--- src/rtl/uart_pkg.sv ---
// Shared UART types and helpers used by the TX stream block and the planned RX.
package uart_pkg;

    typedef enum logic [1:0] {
        PAR_NONE,
        PAR_ODD,
        PAR_EVEN
    } parity_e;

    typedef enum logic [2:0] {
        IDLE,
        START,
        DATA,
        PARITY,
        STOP
    } tx_state_e;

    function automatic int unsigned bit_cycles(input int unsigned clk_freq,
                                               input int unsigned baud);
        return clk_freq / baud;
    endfunction

endpackage

--- src/rtl/sync_fifo.sv ---
// Single-clock FIFO with registered read data (updated on the pop edge) and an
// occupancy count; DEPTH is a power of two so the pointers wrap naturally.
module sync_fifo #(
    parameter int unsigned WIDTH = 8,
    parameter int unsigned DEPTH = 4
) (
    input  logic                           clk,
    input  logic                           rst,
    input  logic                           push,
    input  logic                           pop,
    input  logic [WIDTH-1:0]               wdata,
    output logic [WIDTH-1:0]               rdata,
    output logic                           full,
    output logic                           empty,
    output logic [$clog2(DEPTH+1)-1:0]     level
);

    localparam int unsigned PTR_W = $clog2(DEPTH);
    localparam int unsigned LVL_W = $clog2(DEPTH + 1);

    logic [WIDTH-1:0] mem_q [DEPTH];
    logic [PTR_W-1:0] wr_ptr_q, wr_ptr_d;
    logic [PTR_W-1:0] rd_ptr_q, rd_ptr_d;
    logic [LVL_W-1:0] level_q, level_d;
    logic [WIDTH-1:0] rdata_q, rdata_d;
    logic             do_push, do_pop;

    assign full  = (level_q == LVL_W'(DEPTH));
    assign empty = (level_q == '0);
    assign level = level_q;
    assign rdata = rdata_q;

    always_comb begin
        do_push  = push && !full;
        do_pop   = pop && !empty;
        wr_ptr_d = wr_ptr_q;
        rd_ptr_d = rd_ptr_q;
        rdata_d  = rdata_q;
        level_d  = level_q;
        if (do_push) begin
            wr_ptr_d = wr_ptr_q + 1'b1;
        end
        if (do_pop) begin
            rd_ptr_d = rd_ptr_q + 1'b1;
            rdata_d  = mem_q[rd_ptr_q];
        end
        case ({do_push, do_pop})
            2'b10:   level_d = level_q + 1'b1;
            2'b01:   level_d = level_q - 1'b1;
            default: level_d = level_q;
        endcase
    end

    always_ff @(posedge clk) begin
        if (rst) begin
            wr_ptr_q <= '0;
            rd_ptr_q <= '0;
            level_q  <= '0;
            rdata_q  <= '0;
        end else begin
            wr_ptr_q <= wr_ptr_d;
            rd_ptr_q <= rd_ptr_d;
            level_q  <= level_d;
            rdata_q  <= rdata_d;
        end
    end

    always_ff @(posedge clk) begin
        if (do_push) begin
            mem_q[wr_ptr_q] <= wdata;
        end
    end

endmodule

--- src/rtl/uart_tx_stream.sv ---
// Buffered UART transmitter: sensor words enter a FIFO and leave as start / data
// (LSB first) / optional parity / stop frames, back to back while data is queued.
module uart_tx_stream
    import uart_pkg::*;
#(
    parameter int unsigned DATA_WIDTH = 8,
    parameter int unsigned CLK_FREQ   = 100_000_000,
    parameter int unsigned BAUD_RATE  = 115200,
    parameter parity_e     PARITY     = PAR_NONE,
    parameter int unsigned STOP_BITS  = 1,
    parameter int unsigned FIFO_DEPTH = 4
) (
    input  logic                                clk,
    input  logic                                rst,
    input  logic [DATA_WIDTH-1:0]               data_from_sensor,
    input  logic                                valid_from_sensor,
    output logic                                ready_to_sensor,
    output logic                                tx_sig,
    output logic                                busy,
    output logic [$clog2(FIFO_DEPTH+1)-1:0]     fifo_level
);

    localparam int unsigned PULSE_WIDTH = bit_cycles(CLK_FREQ, BAUD_RATE);
    localparam int unsigned TMR_W       = (PULSE_WIDTH < 2) ? 1 : $clog2(PULSE_WIDTH);
    localparam int unsigned CNT_W       = $clog2(DATA_WIDTH);
    localparam logic [TMR_W-1:0] TMR_LOAD  = TMR_W'(PULSE_WIDTH - 1);
    localparam logic [CNT_W-1:0] LAST_BIT  = CNT_W'(DATA_WIDTH - 1);
    localparam logic             LAST_STOP = 1'(STOP_BITS - 1);
    localparam logic             PAR_EN    = (PARITY != PAR_NONE);

    if (PULSE_WIDTH < 2) begin : g_chk_pulse
        $error("uart_tx_stream: CLK_FREQ / BAUD_RATE must be at least 2");
    end
    if (DATA_WIDTH < 5 || DATA_WIDTH > 9) begin : g_chk_width
        $error("uart_tx_stream: DATA_WIDTH must be in 5..9");
    end
    if (STOP_BITS < 1 || STOP_BITS > 2) begin : g_chk_stop
        $error("uart_tx_stream: STOP_BITS must be 1 or 2");
    end
    if (FIFO_DEPTH < 2 || (FIFO_DEPTH & (FIFO_DEPTH - 1)) != 0) begin : g_chk_depth
        $error("uart_tx_stream: FIFO_DEPTH must be a power of two >= 2");
    end

    tx_state_e             state_q, state_d;
    logic [TMR_W-1:0]      timer_q, timer_d;
    logic [CNT_W-1:0]      bit_cnt_q, bit_cnt_d;
    logic [DATA_WIDTH-1:0] shift_q, shift_d;
    logic                  par_q, par_d;
    logic                  stop_cnt_q, stop_cnt_d;
    logic                  tx_q, tx_d;
    logic                  push, pop, tick;
    logic                  fifo_full, fifo_empty;
    logic [DATA_WIDTH-1:0] fifo_rdata;

    assign ready_to_sensor = !fifo_full;
    assign push            = valid_from_sensor && !fifo_full;
    assign tx_sig          = tx_q;
    assign busy            = (state_q != IDLE);
    assign tick            = (timer_q == '0);

    sync_fifo #(
        .WIDTH (DATA_WIDTH),
        .DEPTH (FIFO_DEPTH)
    ) u_fifo (
        .clk   (clk),
        .rst   (rst),
        .push  (push),
        .pop   (pop),
        .wdata (data_from_sensor),
        .rdata (fifo_rdata),
        .full  (fifo_full),
        .empty (fifo_empty),
        .level (fifo_level)
    );

    // The FIFO read data lands on the pop edge, so the shift register and parity
    // are captured from it at the end of the start bit rather than at the pop.
    always_comb begin
        state_d    = state_q;
        timer_d    = timer_q;
        bit_cnt_d  = bit_cnt_q;
        shift_d    = shift_q;
        par_d      = par_q;
        stop_cnt_d = stop_cnt_q;
        pop        = 1'b0;

        if (state_q != IDLE && !tick) begin
            timer_d = timer_q - 1'b1;
        end

        case (state_q)
            IDLE: begin
                if (!fifo_empty) begin
                    pop     = 1'b1;
                    state_d = START;
                    timer_d = TMR_LOAD;
                end
            end
            START: begin
                if (tick) begin
                    state_d   = DATA;
                    timer_d   = TMR_LOAD;
                    bit_cnt_d = '0;
                    shift_d   = fifo_rdata;
                    par_d     = (PARITY == PAR_ODD) ? ~(^fifo_rdata) : ^fifo_rdata;
                end
            end
            DATA: begin
                if (tick) begin
                    timer_d = TMR_LOAD;
                    if (bit_cnt_q == LAST_BIT) begin
                        state_d    = PAR_EN ? uart_pkg::PARITY : STOP;
                        stop_cnt_d = 1'b0;
                    end else begin
                        bit_cnt_d = bit_cnt_q + 1'b1;
                        shift_d   = shift_q >> 1;
                    end
                end
            end
            uart_pkg::PARITY: begin
                if (tick) begin
                    state_d    = STOP;
                    timer_d    = TMR_LOAD;
                    stop_cnt_d = 1'b0;
                end
            end
            STOP: begin
                if (tick) begin
                    timer_d = TMR_LOAD;
                    if (stop_cnt_q == LAST_STOP) begin
                        if (!fifo_empty) begin
                            pop     = 1'b1;
                            state_d = START;
                        end else begin
                            state_d = IDLE;
                        end
                    end else begin
                        stop_cnt_d = stop_cnt_q + 1'b1;
                    end
                end
            end
            default: state_d = IDLE;
        endcase
    end

    always_comb begin
        case (state_d)
            START:            tx_d = 1'b0;
            DATA:             tx_d = shift_d[0];
            uart_pkg::PARITY: tx_d = par_d;
            default:          tx_d = 1'b1;
        endcase
    end

    always_ff @(posedge clk) begin
        if (rst) begin
            state_q    <= IDLE;
            timer_q    <= '0;
            bit_cnt_q  <= '0;
            shift_q    <= '0;
            par_q      <= 1'b0;
            stop_cnt_q <= 1'b0;
            tx_q       <= 1'b1;
        end else begin
            state_q    <= state_d;
            timer_q    <= timer_d;
            bit_cnt_q  <= bit_cnt_d;
            shift_q    <= shift_d;
            par_q      <= par_d;
            stop_cnt_q <= stop_cnt_d;
            tx_q       <= tx_d;
        end
    end

endmodule

--- config.mk ---
export PLATFORM = sky130hd
export DESIGN_NAME = uart_tx_stream
export DESIGN_NICKNAME = d
export VERILOG_FILES = /design/src/rtl/uart_pkg.sv /design/src/rtl/sync_fifo.sv /design/src/rtl/uart_tx_stream.sv
export SDC_FILE = /design/constraint.sdc
export NUM_CORES = 1
export LEC_CHECK = 0
export ABC_AREA = 0
export CORE_ASPECT_RATIO = 1.25
export CORE_MARGIN = 10
export CORE_UTILIZATION = 30
export CTS_CLUSTER_SIZE = 10
export DETAILED_ROUTE_END_ITERATION = 7
export GPL_TIMING_DRIVEN = 0
export HOLD_SLACK_MARGIN = 0.08
export PLACE_DENSITY = 0.47
export SETUP_SLACK_MARGIN = 0.5
export SYNTH_ARGS = -nofsm -noshare
export SYNTH_HDL_FRONTEND = slang
export SYNTH_SLANG_ARGS = --single-unit
--- constraint.sdc ---
create_clock -name clk -period 2.8 [get_ports clk]
set_input_delay 0.56 -clock clk [delete_from_list [all_inputs] [get_ports clk]]
set_output_delay 0.56 -clock clk [all_outputs]
set_load 0.03 [all_outputs]
# Word-level counts from Yosys, hierarchy flattened
# Memories as Yosys holds them, arrays and structs flattened. A register that Yosys moved wholly into a read port is not among the register bits.
# Index checks and enable logic that the tools add are counted.
classes:
  n_mux: 37
  eq_ne: 17
  n_reduce_logical: 18
  add_sub_neg: 7
op_table:
  columns: ["cell", "n"]
  rows:
  - ["$mux W10", 3]
  - ["$mux W3", 10]
  - ["$mux W8", 3]
  - ["$pmux W10 S2", 1]
  - ["$pmux W8 S2", 1]
  - ["$pmux W3 S5", 1]
  - ["$mux W1", 13]
  - ["$eq A3 B2 Y1 const B", 4]
  - ["$ne A2 B2 Y1 const B", 6]
  - ["$pmux W3 S2", 2]
  - ["$logic_not A10 Y1", 1]
  - ["$sub A10 B1 Y10 const B", 1]
  - ["$eq A3 B3 Y1 const B", 3]
  - ["$reduce_xor A8 Y1", 1]
  - ["$add A3 B1 Y3 const B", 2]
  - ["$eq A3 B1 Y1 const B", 2]
  - ["$logic_not A3 Y1", 2]
  - ["$pmux W1 S3", 2]
  - ["$reduce_bool A3 Y1", 2]
  - ["$reduce_and A5 Y1", 1]
  - ["$add A2 B1 Y2 const B", 2]
  - ["$logic_and A1 B1 Y1", 4]
  - ["$reduce_and A4 Y1", 1]
  - ["$reduce_bool A2 Y1", 2]
  - ["other kinds (7)", 9]
word_totals:
  word_cells: 91
  n_memories: 1
  ff_bits: 34
  ramBits: 32
  out_inout_bits: 6
  inputBits: 11
memory_table:
  columns: ["name", "words", "word_bits", "read_ports", "rd_ports_with_merged_regs", "wr", "line_no", "source"]
  rows:
  - ["u_fifo.mem_q", 4, 8, 1, 1, 1, "sync_fifo.sv:21", "logic [WIDTH-1:0] mem_q [DEPTH];"]

# Longest topological paths before layout
logic_depth:
  depth_word: 8
  mapped_depth: 13
  ltp_nobuf: 12

# Hierarchy
# A second synthesis with hierarchy kept.
unflattened:
  hier_cells: 298
  area_unflattened_um2: 3313.2
modules_own_cells:
  columns: ["mod", "cells_per_inst", "area_each_um2", "n_inst", "seq_area_each_um2"]
  rows:
  - ["sync_fifo", 128, 1914.3, 1, 1261.2]
  - ["uart_tx_stream", 170, 1398.8, 1, 520.5]

# Worst setup path before layout
# OpenSTA, ideal clock, no wires.
synth_path:
  path_kind: "flip-flop to flip-flop"
  from: "register timer_q[5]"
  to: "register u_fifo.level_q[2], in the netlist u_fifo.level[2]"
  synth_period_minus_slack_ns: 2.802
  path_slack_ns: -0.002
  stages_incl_launch_ff: 12
  required_time_ns: 2.730
  t_arrival_ns: 2.732
  setup_ns: 0.070
  path_buffers: 1
  cell_sequence: "dfxtp_1 > nor4_1 > nand3_1 > a21o_1 > clkbuf_1 > clkinv_1 > ha_1 > inv_1 > fa_1 > xor2_1 > or3_1 > a21oi_1"
synth_via:
  elab_chain_cells: 6
  word_cells_on_any_way: 8
  classes_between: "eq/ne (2); mux (3); reduce/logical (3)"
synth_lines:
  columns: ["element", "line_no", "source"]
  rows:
  - ["start, declared", "uart_tx_stream.sv:45", "logic [TMR_W-1:0] timer_q, timer_d;"]
  - ["start signal, assigned", "uart_tx_stream.sv:166", "timer_q <= timer_d;"]
  - ["$logic_not A10 Y1 (*)", "uart_tx_stream.sv:59", "assign tick = (timer_q == '0);"]
  - ["$mux W1 (*)", "uart_tx_stream.sv:128", "if (tick) begin"]
  - ["$pmux W1 S2 (*)", "uart_tx_stream.sv:91", "case (state_q)"]
  - ["$logic_and A1 B1 Y1 (*)", "sync_fifo.sv:35", "do_pop = pop && !empty;"]
  - ["net u_fifo.do_pop", "sync_fifo.sv:26", "logic do_push, do_pop;"]
  - ["$eq A2 B1 Y1 or $eq A2 B2 Y1 (tied branches)", "sync_fifo.sv:47", "case ({do_push, do_pop})"]
  - ["$pmux W3 S2 or $reduce_bool A2 Y1 (tied branches)", null, null]
  - ["end signal, assigned", "sync_fifo.sv:63", "level_q <= level_d;"]
  - ["end, declared", "sync_fifo.sv:24", "logic [LVL_W-1:0] level_q, level_d;"]
# Mark *: on every way through the listed nets, which the timed path passes. The rest lies on a longest branch.
# A chain may end at the register's enable or synchronous reset.

# Final worst setup path
layout_path:
  from: "register timer_q[1]"
  to: "register u_fifo.level_q[2], in the netlist u_fifo.level[2]"
# The elaborated chain is that of the path after synthesis.

==> flow_summary.yaml <==
die:
  die_y_um: 135
  initial_core_util: 0.311
  die-area_mm2: 0.0151
  core_area_mm2: 0.0102
  io_pins: 17
  rows: 41
  die_x_um: 112
layout:
  drive_above_1_share: 0.211
  final_common_cell: "dfxtp_1"
  syn2layout_area_growth_pct: 27.1
  finalNonFillerCells: 456
  fin_nets: 342
  antennaDiodeCount: 0
  layout_common_cells: "dfxtp_1, nand2_1, edfxtp_1"
  design_area_mm2: 0.00404
  fill_cells: 992
  final_core_util: 0.395
grt:
  grt_pass1_vias: 2203
  grt_max_degree: 14
  grt_antenna_before_repair: 0
  grt_overflow: 0
  grt_pass1_wl_um: 10600
  track_usage: 0.0863
worst_hold_path:
  min_path_cells: 2
  hp-start: "shift_q[2]"
  holdCritPathClass: "reg -> reg"
  hold_end: "shift_q[2]"
routing:
  antenna_left: 0
  wl_per_cell_um: 14.3
  drt-initial-drc-count: 53
  first_pass_iters: 4
  route.vias.total: 2195
  drc_errors: 0
  vias_per_cell: 4.81
  routed_wirelength_um: 6520
yosys:
  synth_fp_nets: 300
  synth-edff-count: 32
  yosysSeqAreaShare: 0.561
  yosys_warnings: 0
  synth_cell_types: 46
  avgSynthCellArea_um2: 11.3
  syn_area_mm2: 0.00318
  synth-seq-cells: 73
  async_flop_share: 0
  synthCells: 280
  ys.flop_type: "dfxtp_1"
setup_path:
  worstSetupPathType: "reg -> reg"
  cp_data_required_time_ps: 3070
  rr_worst_depth: 13
  cp.arrival_ps: 2620
  critPathMaxFanout: 3
  crit_chain: "inv_2 -> ha_4 -> nor3b_4 -> nand3_2 -> a21o_1 -> buf_8 -> clkinv_8 -> ha_4 -> inv_2 -> fa_2 -> xor2_1 -> or3_1 -> a21oi_1"
  max_stage_delay_ps: 350
  rr_startpoint: "timer_q[1]"
  critPathCaptureType: "register"
  r2r_end: "u_fifo.level[2]"
  startpoint: "timer_q[1]"
  crit_slowest_cell: "dfxtp_4"
  start_kind: "register"
  r2r_slack_ps: 450
sta:
  slew_headroom: 0.503
  fin_crit_ps: 2350
  fin_hold_ws_ps: 451
  fmax_mhz: 425
  rsz0062_at_grt: "true"
  fin_crit_sh: 0.840
  worst_slack_ps: 449
  fin_skew_ps: 8.93
  hold_violations: 0
  maxSlewViolCount: 0
  setup_viol: 0
  worst_pin_slew_ps: 743
  setup_tns_ps: 0
placement:
  place_inst: 425
  portBuffers: 16
  placed_area_mm2: 0.00360
  detailed_place_hpwl_um: 4540
  place_ws_ps: 250
  place_congestion: 0.725
pwr:
  power_mw: 4.58
  pwr_density_cell_mw_per_mm2: 1140
  vdd_ir_drop_max_mv: 0.354
  p_leak_nw: 1.41
clock_tree:
  h-tree-depth: 3
  clock-sinks: 73
  cts_made_buffers: 9
  clockBufferDepth: 2
  clkTransAtPathRegs_ps: 60
  clk_latency_ps: 330
  cts_tree: "built"
  ctsRootBufferMaster: "clkbuf_16"
  cts_hold_buffers: 0
run:
  cap_violations: 0
run_status:
  outcome: "finished, final reports clean"
## metal layers
layer	vias to the layer above	routed length (um)	GRT usage
met4	0	59	0.0381
met5	-	0	0
met2	19	3360	0.153
met1	1065	2930	0.0924
li1	1106	-	-
met3	5	169	0.0257
## Yosys cell counts (all sizes together) (2+ instances only)
cell type	instances	share of area
nand3	5	0.0079
nand4b	2	0.0055
a21o	2	0.0047
and3	4	0.0079
clkbuf	9	0.011
xor2	8	0.022
a22oi	5	0.012
xnor2	12	0.033
inv	11	0.013
mux4	8	0.057
ha	8	0.032
o21ai	3	0.0047
nand2	33	0.039
or3b	2	0.0055
a22o	3	0.0083
or3	2	0.0039
nor4	6	0.021
a211oi	3	0.0071
a21oi	29	0.046
o22a	2	0.0055
nand4	2	0.0039
buf	4	0.0075
edfxtp	32	0.30
nor2	17	0.021
o31ai	2	0.0047
nor3	9	0.014
a31oi	2	0.0039
dfxtp	41	0.26
nor3b	2	0.0047
## area by class of cell
| cell class | count | area, um^2 | area share |
|---|---|---|---|
| flip-flops and latches | 73 | 1790 | 0.443 |
| clock inverters | 6 | 66.3 | 0.0164 |
| repair buffers | 31 | 275 | 0.0682 |
| well taps | 129 | 161 | 0.0400 |
| plain buffers | 13 | 70.1 | 0.0174 |
| inverters | 12 | 57.6 | 0.0143 |
| multi-input cells | 182 | 1380 | 0.341 |
| clock buffers | 10 | 239 | 0.0592 |
## flip-flops by register name, summed over array words and instances (netlist names)
signal           cells
u_fifo.mem_q        32
timer_q             10
shift_q              8
u_fifo.rdata         8
bit_cnt_q            3
state_q              3
u_fifo.level         3
u_fifo.rd_ptr_q      2
u_fifo.wr_ptr_q      2
par_q                1
tx_sig               1
## report_power, final
part	switching, mW	leakage [nW]	internal, mW
Clock	0.445	0.153	0.717
Combinational	1.01	0.623	0.896
Sequential	0.182	0.630	1.33
Total	1.64	1.41	2.94
## kinds of logic after synthesis
logic type / synth area share
fa+ha+maj: 0.0378
xor+xnor: 0.0552
mux: 0.0567
simple gates: 0.150
compound gates: 0.107
flops: 0.561
buf+inv: 0.0323
## repair_timing
action / CTS / global route
pin swaps: 9 / 4
setup endpoints to repair: 6 / 4
resized for setup: 4 / 4
buffers inserted: 12 / 3
## how the worst max path moves through the flow
stage	to	slack, ps	cells after the start
global placement	u_fifo.level[2]	270	9
finish	u_fifo.level[2]	450	13
detailed placement	u_fifo.level[2]	250	9
floorplan	u_fifo.level[2]	460	13
global route	u_fifo.level[2]	330	13
CTS	u_fifo.level[2]	400	13
## critical path: cells and delay by family (launching register included)
family / cells / cell delay, ps
adders and majority gates: 3 / 580
DFF: 1 / 350
AOI/OAI and AO/OA: 2 / 320
buffers and inverters: 4 / 260
and+or+nand+nor: 3 / 610
xor gates and xnor gates: 1 / 150
(Power assumes the default switching activity.)
